$ cat src/rtl/apb_master_if.sv
// rtl/apb_master_if.sv - command/response handshake and APB requester signal bundle
interface apb_master_if #(
   parameter int ADDR_W = 32,
   parameter int DATA_W = 32
) ();
   logic              cmd_valid;
   logic              cmd_ready;
   logic              cmd_write;
   logic [ADDR_W-1:0] cmd_addr;
   logic [DATA_W-1:0] cmd_wdata;

   logic              rsp_valid;
   logic              rsp_ready;
   logic [DATA_W-1:0] rsp_rdata;
   logic              rsp_err;
   logic              rsp_timeout;

   logic              PSEL;
   logic              PENABLE;
   logic              PWRITE;
   logic [ADDR_W-1:0] PADDR;
   logic [DATA_W-1:0] PWDATA;
   logic [DATA_W-1:0] PRDATA;
   logic              PREADY;
   logic              PSLVERR;

   modport master (
      input  cmd_valid, cmd_write, cmd_addr, cmd_wdata, rsp_ready,
      input  PRDATA, PREADY, PSLVERR,
      output cmd_ready, rsp_valid, rsp_rdata, rsp_err, rsp_timeout,
      output PSEL, PENABLE, PWRITE, PADDR, PWDATA
   );

   modport slave (
      output cmd_valid, cmd_write, cmd_addr, cmd_wdata, rsp_ready,
      output PRDATA, PREADY, PSLVERR,
      input  cmd_ready, rsp_valid, rsp_rdata, rsp_err, rsp_timeout,
      input  PSEL, PENABLE, PWRITE, PADDR, PWDATA
   );
endinterface

$ cat src/rtl/apb_master.sv
// rtl/apb_master.sv - single-outstanding APB requester driven by a command/response handshake
module apb_master #(
   parameter int ADDR_W  = 32,
   parameter int DATA_W  = 32,
   parameter int TIMEOUT = 16
) (
   input  logic         PCLK,
   input  logic         PRSTn,
   apb_master_if.master bus
);
   localparam int CNT_W = (TIMEOUT < 2) ? 1 : $clog2(TIMEOUT + 1);

   typedef enum logic [1:0] {IDLE, SETUP, ACCESS, RESP} state_t;

   state_t           state;
   logic [CNT_W-1:0] wait_cnt;
   logic             timeout_hit;

   // Fires on the ACCESS cycle whose stall would bring the counter to TIMEOUT
   assign timeout_hit = (TIMEOUT != 0) && ((32'(wait_cnt) + 32'd1) >= 32'(TIMEOUT));

   always_ff @(posedge PCLK or negedge PRSTn) begin
      if (!PRSTn) begin
         state           <= IDLE;
         wait_cnt        <= '0;
         bus.cmd_ready   <= 1'b0;
         bus.rsp_valid   <= 1'b0;
         bus.rsp_rdata   <= {DATA_W{1'b0}};
         bus.rsp_err     <= 1'b0;
         bus.rsp_timeout <= 1'b0;
         bus.PSEL        <= 1'b0;
         bus.PENABLE     <= 1'b0;
         bus.PWRITE      <= 1'b0;
         bus.PADDR       <= {ADDR_W{1'b0}};
         bus.PWDATA      <= {DATA_W{1'b0}};
      end else begin
         case (state)
            IDLE: begin
               if (bus.cmd_ready && bus.cmd_valid) begin
                  bus.cmd_ready <= 1'b0;
                  bus.PSEL      <= 1'b1;
                  bus.PENABLE   <= 1'b0;
                  bus.PWRITE    <= bus.cmd_write;
                  bus.PADDR     <= bus.cmd_addr;
                  // Reads leave the previous write data on the bus
                  if (bus.cmd_write) begin
                     bus.PWDATA <= bus.cmd_wdata;
                  end
                  state <= SETUP;
               end else begin
                  bus.cmd_ready <= 1'b1;
               end
            end
            SETUP: begin
               bus.PENABLE <= 1'b1;
               wait_cnt    <= '0;
               state       <= ACCESS;
            end
            ACCESS: begin
               if (bus.PREADY) begin
                  bus.PSEL        <= 1'b0;
                  bus.PENABLE     <= 1'b0;
                  bus.rsp_valid   <= 1'b1;
                  bus.rsp_err     <= bus.PSLVERR;
                  bus.rsp_timeout <= 1'b0;
                  bus.rsp_rdata   <= (!bus.PWRITE && !bus.PSLVERR) ? bus.PRDATA : {DATA_W{1'b0}};
                  state           <= RESP;
               end else if (timeout_hit) begin
                  bus.PSEL        <= 1'b0;
                  bus.PENABLE     <= 1'b0;
                  bus.rsp_valid   <= 1'b1;
                  bus.rsp_err     <= 1'b1;
                  bus.rsp_timeout <= 1'b1;
                  bus.rsp_rdata   <= {DATA_W{1'b0}};
                  state           <= RESP;
               end else if (wait_cnt != {CNT_W{1'b1}}) begin
                  wait_cnt <= wait_cnt + 1'b1;
               end
            end
            RESP: begin
               // cmd_ready rises only after the response leaves, so no back-to-back accept
               if (bus.rsp_ready) begin
                  bus.rsp_valid <= 1'b0;
                  bus.cmd_ready <= 1'b1;
                  state         <= IDLE;
               end
            end
            default: state <= IDLE;
         endcase
      end
   end
endmodule

$ cat src/flat_wrapper.sv
// flat-port wrapper written by rule: the top's interface ports become plain ports
module apb_master_flat 
#(
   parameter int ADDR_W  = 32,
   parameter int DATA_W  = 32,
   parameter int TIMEOUT = 16
)
  (PCLK, PRSTn, bus_cmd_valid, bus_cmd_write, bus_cmd_addr, bus_cmd_wdata, bus_rsp_ready, bus_PRDATA, bus_PREADY, bus_PSLVERR, bus_cmd_ready, bus_rsp_valid, bus_rsp_rdata, bus_rsp_err, bus_rsp_timeout, bus_PSEL, bus_PENABLE, bus_PWRITE, bus_PADDR, bus_PWDATA);
  apb_master_if #(.ADDR_W(ADDR_W), .DATA_W(DATA_W)) bus_i ();
  input  logic PCLK;
  input  logic PRSTn;
  input wire logic [$bits(bus_i.cmd_valid)-1:0] bus_cmd_valid;
  input wire logic [$bits(bus_i.cmd_write)-1:0] bus_cmd_write;
  input wire logic [$bits(bus_i.cmd_addr)-1:0] bus_cmd_addr;
  input wire logic [$bits(bus_i.cmd_wdata)-1:0] bus_cmd_wdata;
  input wire logic [$bits(bus_i.rsp_ready)-1:0] bus_rsp_ready;
  input wire logic [$bits(bus_i.PRDATA)-1:0] bus_PRDATA;
  input wire logic [$bits(bus_i.PREADY)-1:0] bus_PREADY;
  input wire logic [$bits(bus_i.PSLVERR)-1:0] bus_PSLVERR;
  output wire logic [$bits(bus_i.cmd_ready)-1:0] bus_cmd_ready;
  output wire logic [$bits(bus_i.rsp_valid)-1:0] bus_rsp_valid;
  output wire logic [$bits(bus_i.rsp_rdata)-1:0] bus_rsp_rdata;
  output wire logic [$bits(bus_i.rsp_err)-1:0] bus_rsp_err;
  output wire logic [$bits(bus_i.rsp_timeout)-1:0] bus_rsp_timeout;
  output wire logic [$bits(bus_i.PSEL)-1:0] bus_PSEL;
  output wire logic [$bits(bus_i.PENABLE)-1:0] bus_PENABLE;
  output wire logic [$bits(bus_i.PWRITE)-1:0] bus_PWRITE;
  output wire logic [$bits(bus_i.PADDR)-1:0] bus_PADDR;
  output wire logic [$bits(bus_i.PWDATA)-1:0] bus_PWDATA;
  assign bus_i.cmd_valid = bus_cmd_valid;
  assign bus_i.cmd_write = bus_cmd_write;
  assign bus_i.cmd_addr = bus_cmd_addr;
  assign bus_i.cmd_wdata = bus_cmd_wdata;
  assign bus_i.rsp_ready = bus_rsp_ready;
  assign bus_i.PRDATA = bus_PRDATA;
  assign bus_i.PREADY = bus_PREADY;
  assign bus_i.PSLVERR = bus_PSLVERR;
  assign bus_cmd_ready = bus_i.cmd_ready;
  assign bus_rsp_valid = bus_i.rsp_valid;
  assign bus_rsp_rdata = bus_i.rsp_rdata;
  assign bus_rsp_err = bus_i.rsp_err;
  assign bus_rsp_timeout = bus_i.rsp_timeout;
  assign bus_PSEL = bus_i.PSEL;
  assign bus_PENABLE = bus_i.PENABLE;
  assign bus_PWRITE = bus_i.PWRITE;
  assign bus_PADDR = bus_i.PADDR;
  assign bus_PWDATA = bus_i.PWDATA;
  apb_master #(.ADDR_W(ADDR_W), .DATA_W(DATA_W), .TIMEOUT(TIMEOUT)) u_core (.PCLK(PCLK), .PRSTn(PRSTn), .bus(bus_i));
endmodule
$ cat config.mk
export PLATFORM = sky130hd
export DESIGN_NAME = apb_master_flat
export DESIGN_NICKNAME = d
export VERILOG_FILES = /design/src/rtl/apb_master_if.sv /design/src/rtl/apb_master.sv /design/src/flat_wrapper.sv
export SDC_FILE = /design/constraint.sdc
export NUM_CORES = 1
export LEC_CHECK = 0
export BUFFER_PORTS_ARGS = -buffer_cell sky130_fd_sc_hd__buf_2
export CAP_MARGIN = 20
export CORE_MARGIN = 5
export CORE_UTILIZATION = 45
export DETAILED_ROUTE_END_ITERATION = 8
export HOLD_SLACK_MARGIN = 0.12
export PLACE_DENSITY = 0.82
export SETUP_SLACK_MARGIN = 0.02
export SYNTH_ARGS = -nofsm -noshare
export SYNTH_HDL_FRONTEND = slang
export SYNTH_SLANG_ARGS = --single-unit
$ cat constraint.sdc
create_clock -name PCLK -period 6.5 [get_ports PCLK]
set_input_delay 1.3 -clock PCLK [delete_from_list [all_inputs] [get_ports PCLK]]
set_output_delay 1.3 -clock PCLK [all_outputs]
set_load 0.03 [all_outputs]
======== Word-level counts from Yosys, hierarchy flattened ========
Cells that the tools add are included.
word-level totals
  register bits after elaboration ......... 110
  output and inout bits ................... 103
  word-level logic and storage cells ...... 72
cells by class
  add/sub/neg operators ................... 2
  order comparisons ....................... 1
  equality and inequality tests ........... 10
  muxes and demuxes ....................... 27
  reduce and logical (&&, ||, !) cells .... 20
operator list
  cell                   count
  $mux W32               3
  $ge A32 B5 Y1 const B  1
  $mux W5                3
  $reduce_and A3 Y1      5
  $mux W1                11
  $pmux W5 S2            1
  $reduce_bool A2 Y1     5
  $mux W2                4
  $pmux W2 S4            1
  $add A5 B1 Y6 const B  1
  $ne A2 B2 Y1 const B   3
  $pmux W1 S2            3
  $reduce_and A2 Y1      3
  $add A5 B1 Y5 const B  1
  $ne A5 B5 Y1 const B   1
  $eq A2 B2 Y1 const B   2
  $ne A2 B1 Y1 const B   2
  $reduce_and A4 Y1      1
  $ne A3 B2 Y1 const B   1
  $pmux W1 S3            1
  $reduce_bool A3 Y1     1
  $eq A2 B1 Y1 const B   1
  $logic_and A1 B1 Y1    2
  $logic_not A1 Y1       2
  $logic_not A2 Y1       1

======== Logic depth before layout (Yosys ltp) ========
Gate-level depths: netlist of the first run.
  depth in word-level cells ............... 5
  gate-level depth with buffers ........... 7
  depth with buffers taken out ............ 7

======== Least setup slack after synthesis of the first run ========
Ideal clock, no wire load.
  path type ............................... input to register
  start point ............................. in bus_PREADY
  end point ............................... reg u_core.wait_cnt[1]
  library setup time ...................... 0.126 ns
  data arrival time ....................... 2.449 ns
  slack ................................... 3.925 ns
  stages on the path ...................... 4
  cell sequence ........................... or4b_4 > a21o_1 > and3_1 > a221o_1
between the ends
  word-level cells in the longest chain between the ends .. 2
ends and longest elaborated chain
  what                                line                RTL
  start: declaration                  flat_wrapper.sv:18  input wire logic [$bits(bus_i.PREADY)-1:0] bus_PREADY;
  $ne A2 B2 Y1 (no source line)       --
  $reduce_and A4 Y1 (no source line)  --
  end signal: assignment              apb_master.sv:77    wait_cnt <= wait_cnt + 1'b1;
  end: declaration                    apb_master.sv:16    logic [CNT_W-1:0] wait_cnt;
Every way passes these cells.
A chain may end at the register's enable or synchronous reset.

======== Final worst setup path of the first run ========
  start point ............................. reg u_core.wait_cnt[0]
  end point ............................... reg u_core.bus.rsp_rdata[8]
between the ends
  word-level cells in the longest chain between the ends .. 4
ends and longest elaborated chain
  what                                 line                 RTL
  $add A5 B1 Y6                        apb_master.sv:20     assign timeout_hit = (TIMEOUT != 0) && ((32'(wait_cnt) + 32'd1) >= 32'(TIMEOUT));
  $ge A32 B5 Y1                        apb_master.sv:20
  $reduce_bool A2 Y1 (no source line)  --
  $reduce_and A2 Y1 (no source line)   --
  end signal: assignment               apb_master.sv:28     bus.rsp_rdata <= {DATA_W{1'b0}};
  end signal: assignment               apb_master.sv:66     bus.rsp_rdata <= (!bus.PWRITE && !bus.PSLVERR) ? bus.PRDATA : {DATA_W{1'b0}};
  end signal: assignment               apb_master.sv:74     bus.rsp_rdata <= {DATA_W{1'b0}};
  end: declaration                     apb_master_if.sv:30  output cmd_ready, rsp_valid, rsp_rdata, rsp_err, rsp_timeout,
Every way passes these cells.

==> results of run 1 <==
[per-layer routing]
layer	up-vias	routed length [um]	part of all wire, %
met5	-	0	0
met4	0	154	1.5
met3	14	645	6.2
met2	103	5570	53
met1	1586	4100	39
li1	1500	-	-
[cells in the final DEF, fill, tap and decap left out, types with 3 or more instances in the layout]
cell      Yosys  layout
a211oi_1      3       3
a21o_1        3       3
a21oi_1       4       4
a22o_1       22      22
a31oi_1       3       3
buf_2         2     204
buf_4         0       3
clkbuf_8      0      11
dfrtp_1     110     110
ha_1          6       6
inv_1         6       6
mux2_2       66      66
nand2_1      16      16
o21ai_0      27      27
[worst max-delay path by stage]
stage	end	slack [ps]
after detailed placement	u_core.bus.rsp_rdata[18]$_DFFE_PN0P_	3060
after global routing	u_core.bus.rsp_rdata[28]$_DFFE_PN0P_	3690
after floorplan	u_core.wait_cnt[1]$_DFFE_PN0P_	3920
after global placement	u_core.bus.rsp_rdata[19]$_DFFE_PN0P_	3230
after CTS	u_core.bus.rsp_rdata[18]$_DFFE_PN0P_	3400
final	u_core.bus.rsp_rdata[8]$_DFFE_PN0P_	3850
[cell families after synthesis]
| logic type | count (synthesis) |
|---|---|
| fa+ha+maj | 6 |
| flops | 110 |
| simple gates | 30 |
| buf+inv | 21 |
| mux | 66 |
| xor+xnor | 1 |
| compound gates | 71 |
[report_power, final]
group          internal (mW)  switching [mW]
Combinational          0.528           0.980
Sequential             0.996           0.169
Clock                  0.158           0.217
[Yosys cell counts (2+ instances only)]
master,n,area (um^2)
o211ai_1,2,15.0
a21o_1,3,22.5
a211oi_1,3,22.5
a21oi_1,4,20.0
nand2_1,16,60.1
o21ai_0,27,135
clkbuf_1,13,48.8
buf_2,2,10.0
ha_1,6,75.1
nand3_1,3,15.0
a31oi_1,3,18.8
dfrtp_1,110,2750
inv_1,6,22.5
a22o_1,22,193
mux2_2,66,743
and3_1,2,12.5
[flip-flops by register name, indices dropped and copies added (netlist names), 2 cells and up]
signal                cells
u_core.bus.PWDATA        32
u_core.bus.PADDR         32
u_core.wait_cnt           5
u_core.state              2
u_core.bus.rsp_rdata     32
[through the flow]
step / instances / utilization (%)
2_1_floorplan: 305 / -
3_3_place_gp: 626 / 58.8
3_5_place_dp: 626 / 58.8
4_1_cts: 641 / 60.7
5_1_grt: 642 / 60.8
6_report: 642 / 60.8
[area by class of cell]
cell class | instances | area (um^2)
fill | 785 | 3640
clock buffer | 12 | 155
clock inverter | 3 | 20.0
multi-input combinational | 174 | 1480
sequential | 110 | 2750
timing repair buffer | 208 | 1050
inverter | 6 | 22.5
tap | 129 | 161
==> impl_metrics.ini, run 1 <==
[setup_path]
cp_slowest_stage_delay_ps = 730
crit_type = flop to flop
path_buf_inv = 0
r2r_end = u_core.bus.rsp_rdata[8]$_DFFE_PN0P_
cp_num_cells = 6
critPathLaunchType = flop
crit_family = simple AND/OR/NAND/NOR gates
r2r_cells = 6
crit_arrival_ps = 2830
end_kind = flop
reg2reg_setup_slack_ps = 3850
path_cells = ha_1, and3_1, ha_1, a211o_1, nand2_1, o21ai_0
worst_ep_required_time_ps = 6680
cpMostUsedCell = ha_1
startpoint = u_core.wait_cnt[0]$_DFFE_PN0P_
cp_slowest_cell = nand2_1
crit_fanout = 32
r2r_start = u_core.wait_cnt[0]$_DFFE_PN0P_

[timing]
max_freq_ghz = 0.377
period_share_pct = 40.8
finalCriticalPeriod_ps = 2650
slew_viol_final = 0
setup_viol = 0
worst_slack_ps = 3850
rsz0062_at_grt = false
worst_slew_pin_slew_ps = 991
finalHoldViolCount = 0
fin_skew_ps = 9.30
max_slew_margin_pct = 33.8
timing.hold.ws_ps = 505
tns_ps = 0

[clock_tree]
postCtsSetupBuffers = 0
holdBufCountCts = 0
insertion_delay_ps = 350
cts_sinks = 110
post_cts_resized = 0
cts_root_buf = clkbuf_8
clock_tree.buffer_depth = 2
cts_made_buffers = 9
clk_pin_slew_ps = 90
cts_max_level = 3
cts_tree = done

[worst_hold_path]
hold_depth = 1
min_from = u_core.bus.PWDATA[9]$_DFFE_PN0P_
holdCritPathClass = flop to flop
min_to = u_core.bus.PWDATA[9]$_DFFE_PN0P_

[synth]
synthMuxAreaShare_pct = 17.3
async_flop_share_pct = 100
yosys.area_share.adder_pct = 1.74
synthesis.area_mm2 = 0.00431
ys_seq_elements = 110
ys.flop_type = dfrtp_1
yosysWarningCount = 0
synth_xor_area_share_pct = 0.203
syn_avg_cell_area_um2 = 14.1
synth-simple-area-share_pct = 3.54
synth_cells = 305
synth-edff-count = 0
ys_types = 33
yosysSeqAreaShare_pct = 63.9
synth_compound_area_share_pct = 11.4
synth_top_family_by_area = multiplexers
syn_nets = 414

[cells_and_area]
stdcell_area_mm2 = 0.00564
diodes = 0
layout.nets = 618
syn2layout_area_growth_pct = 31.0
drive_gt1_share_pct = 56.9

[global_routing]
grt_use_met1_pct = 21.9
globalRouteMet2Util_pct = 31.4
grt_util_all_layers_pct = 17.9
grt_max_degree = 76
grt.overflow.total = 0
grt_pass1_wl_um = 16500
busiest_layer = met2
antenna_found_initial = 0
grtUsageMet3_pct = 4.20
grt_pass1_vias = 3312

[pwr]
peakVddDrop_mv = 0.294
leakagePower_nw = 2.93
power_density_mw_per_mm2 = 540
total_power_mw = 3.05

[drt]
vias = 3203
postRouteAntennaNets = 0
drt_wl_total_um = 10500
drtPass1Iterations = 4
routed_via_density = 4.99
avgRoutedWirePerCell_um = 16.3
drc = 0
drt_iter0_markers = 118

[floorplanning]
initial_core_util_pct = 46.4
die_h_um = 108
die_x_um = 108
core_mm2 = 0.00928
ioPinCount = 206
die-area_mm2 = 0.0116
rows = 35

[place]
place.gp.congestion = 0.766
placed_area_mm2 = 0.00546
portBuffers = 205
dp_hpwl_um = 7910
pre_cts_slack_ps = 3060

[run]
drv_cap = 0

[outcome]
status = complete, no violations
Power figures use the tool's default switching activity.
==> run 2: changes to the inputs <==
ABC_AREA = 1   (was not set)
CORE_UTILIZATION = 43   (was 45)
PLACE_DENSITY = 0.81   (was 0.82)
clock period = 2.2 ns   (was 6.5 ns; I/O delays follow)
==> impl_metrics.ini, run 2 <==
[floorplanning]
rows = 37
core_mm2 = 0.0104
ioPinCount = 206
die-area_mm2 = 0.0129
die_x_um = 113
initial_core_util_pct = 44.4
die_h_um = 113

[setup_path]
cp_slowest_stage_delay_ps = 700
cp_slowest_cell = inv_1
crit_type = flop to flop
cpMostUsedCell = inv_1
worst_ep_required_time_ps = 2390
crit_arrival_ps = 2150
critPathLaunchType = flop
crit_fanout = 33
path_cells = inv_1, ha_1, nand2_1, nor2_2, inv_1, o21ai_0
end_kind = flop

[clock_tree]
cts_sinks = 110
postCtsSetupBuffers = 0
cts_root_buf = clkbuf_8
cts_tree = done
clk_pin_slew_ps = 120
cts_max_level = 3
insertion_delay_ps = 370
cts_made_buffers = 9
clock_tree.buffer_depth = 2

[synth]
yosysTopAreaCellShare_pct = 59.8
async_flop_share_pct = 100
ys_seq_elements = 110
netlist_top_cells_area = dfrtp_1, nand2_1, nand3_1
syn_nets = 658
ys_types = 21
ys.flop_type = dfrtp_1
synth_top_cell_by_area = dfrtp_1
yosysWarningCount = 0
synthesis.area_mm2 = 0.00460
yosysSeqAreaShare_pct = 59.8
syn_avg_cell_area_um2 = 8.38
yosysMostFrequentCell = nand2_1
synth_cells = 549
synth-edff-count = 0
yosys-top-cells-count = nand2_1, dfrtp_1, nand3_1

[global_routing]
grt.overflow.total = 0
antenna_found_initial = 1
grt_max_degree = 42
grt_util_all_layers_pct = 18.5
grt_pass1_wl_um = 19400
grt_pass1_vias = 3962

[timing]
period_share_pct = 89.1
finalHoldViolCount = 0
finalCriticalPeriod_ps = 1960
timing.hold.ws_ps = 261
fin_skew_ps = 15.3
max_slew_margin_pct = 34.9
max_freq_ghz = 0.510
worst_slew_pin_slew_ps = 975
setup_viol = 0
tns_ps = 0
slew_viol_final = 0
rsz0062_at_grt = false

[pwr]
p_sw_mw = 4.31
combPwrFrac_pct = 48.3
power_density_mw_per_mm2 = 1500
seq_power_share_pct = 37.3
leakagePower_nw = 3.67
total_power_mw = 8.99
peakVddDrop_mv = 0.689
switching_share_pct = 47.9
p_clk_share_pct = 14.4
intPower_mw = 4.68

[cells_and_area]
diodes = 0
post-route-util_pct = 57.9
fillers = 1018
final_common_cell = nand2_1
largestRegisters = u_core.bus.PADDR (32), u_core.bus.PWDATA (32), u_core.bus.rsp_rdata (32)
final_cells = 893
final_cell_mix = nand2_1, buf_2, dfrtp_1
syn2layout_area_growth_pct = 30.5
layout.nets = 861
drive_gt1_share_pct = 31.4

[worst_hold_path]
holdCritPathClass = input port to flop

[drt]
drt_iter0_markers = 274
drc = 0
routed_via_density = 4.63
drt_wl_total_um = 12000
postRouteAntennaNets = 0
drtPass1Iterations = 4
avgRoutedWirePerCell_um = 13.4
vias = 4132

[outcome]
status = complete, no violations

[place]
dpl.cell_count = 876
place.gp.congestion = 0.818
dp_hpwl_um = 8810
portBuffers = 205

[run]
drv_cap = 0
[run 2: metal layers]
metal  routed length (um)  vias up  share of wire, %  global-route usage [%]
met5                   11        -             0.092                       0
met4                  153        2               1.3                    5.53
met3                 1010       14               8.5                    5.04
met2                 5630      143                47                    29.9
met1                 5160     1887                43                    24.3
li1                     -     2086                 -                       -
[run 2: final timing paths]
check	startpoint	to	slack (ps)	cells past startpoint
max	u_core.state[0]$_DFFE_PN0P_	u_core.bus.PWRITE$_DFFE_PN0P_	240	6
min	bus_cmd_wdata[13]	u_core.bus.PWDATA[13]$_DFFE_PN0P_	260	3
max reg2reg	u_core.state[0]$_DFFE_PN0P_	u_core.bus.PWRITE$_DFFE_PN0P_	240	6
min reg2reg	u_core.bus.PWDATA[2]$_DFFE_PN0P_	u_core.bus.PWDATA[2]$_DFFE_PN0P_	470	2
max in group asynchronous	PRSTn	u_core.bus.PWDATA[1]$_DFFE_PN0P_	1060	3
min in group asynchronous	PRSTn	u_core.bus.rsp_rdata[18]$_DFFE_PN0P_	560	2
[run 2: logic make-up (layout without fill, tap and decap cells)]
| kind of cell | after synthesis | count (layout) | share of synthesized area (%) |
|---|---|---|---|
| AND/OR/NAND/NOR | 372 | 372 | 32.4 |
| flip-flops | 110 | 110 | 59.8 |
| buffers and inverters | 53 | 261 | 5.06 |
| AO/OA/AOI/OAI | 8 | 8 | 1.11 |
| adder cells (fa/ha/maj) | 6 | 6 | 1.63 |
[run 2: metrics by stage]
stage	worst slack, ps	instance area, um^2
finish	239	6010
global route	48.9	6010
CTS	199	6010
detailed placement	244	5780
global placement	325	5780
floorplan	562	4600
[run 2: area by class of cell]
type                            instances  area (um^2)  share of cell area [%]
Sequential cell                       110         2750                    45.8
Multi-Input combinational cell        386         1620                    26.9
Timing Repair Buffer                  217         1150                    19.1
Tap cell                              136          170                    2.83
Clock buffer                           10          138                    2.29
Inverter                               28          105                    1.75
Clock inverter                          6         76.3                    1.27
[run 2: critical path, delay by kind of cell (launching register included)]
kind	cells	cell delay (ps)
buffers and inverters	2	790
AO/OA/AOI/OAI	1	190
adder cells (fa/ha/maj)	1	260
AND/OR/NAND/NOR	2	130
flip-flops	1	430
[run 2: power groups by stage]
stage	registers [mW]	clock network, mW	logic (mW)
6_report	3.35	1.30	4.35
5_1_grt	3.48	1.41	4.75
4_1_cts	3.35	1.33	4.42
3_5_place_dp	3.37	0	4.41
3_3_place_gp	3.36	0	4.33
2_1_floorplan	5.04	0	1.30
[run 2: repair_timing]
action                                 4_1_cts  5_1_grt
setup endpoints to repair                    0        0
gates resized for setup                      0        0
endpoints found under the hold margin       32        0
hold buffers                                 1        0
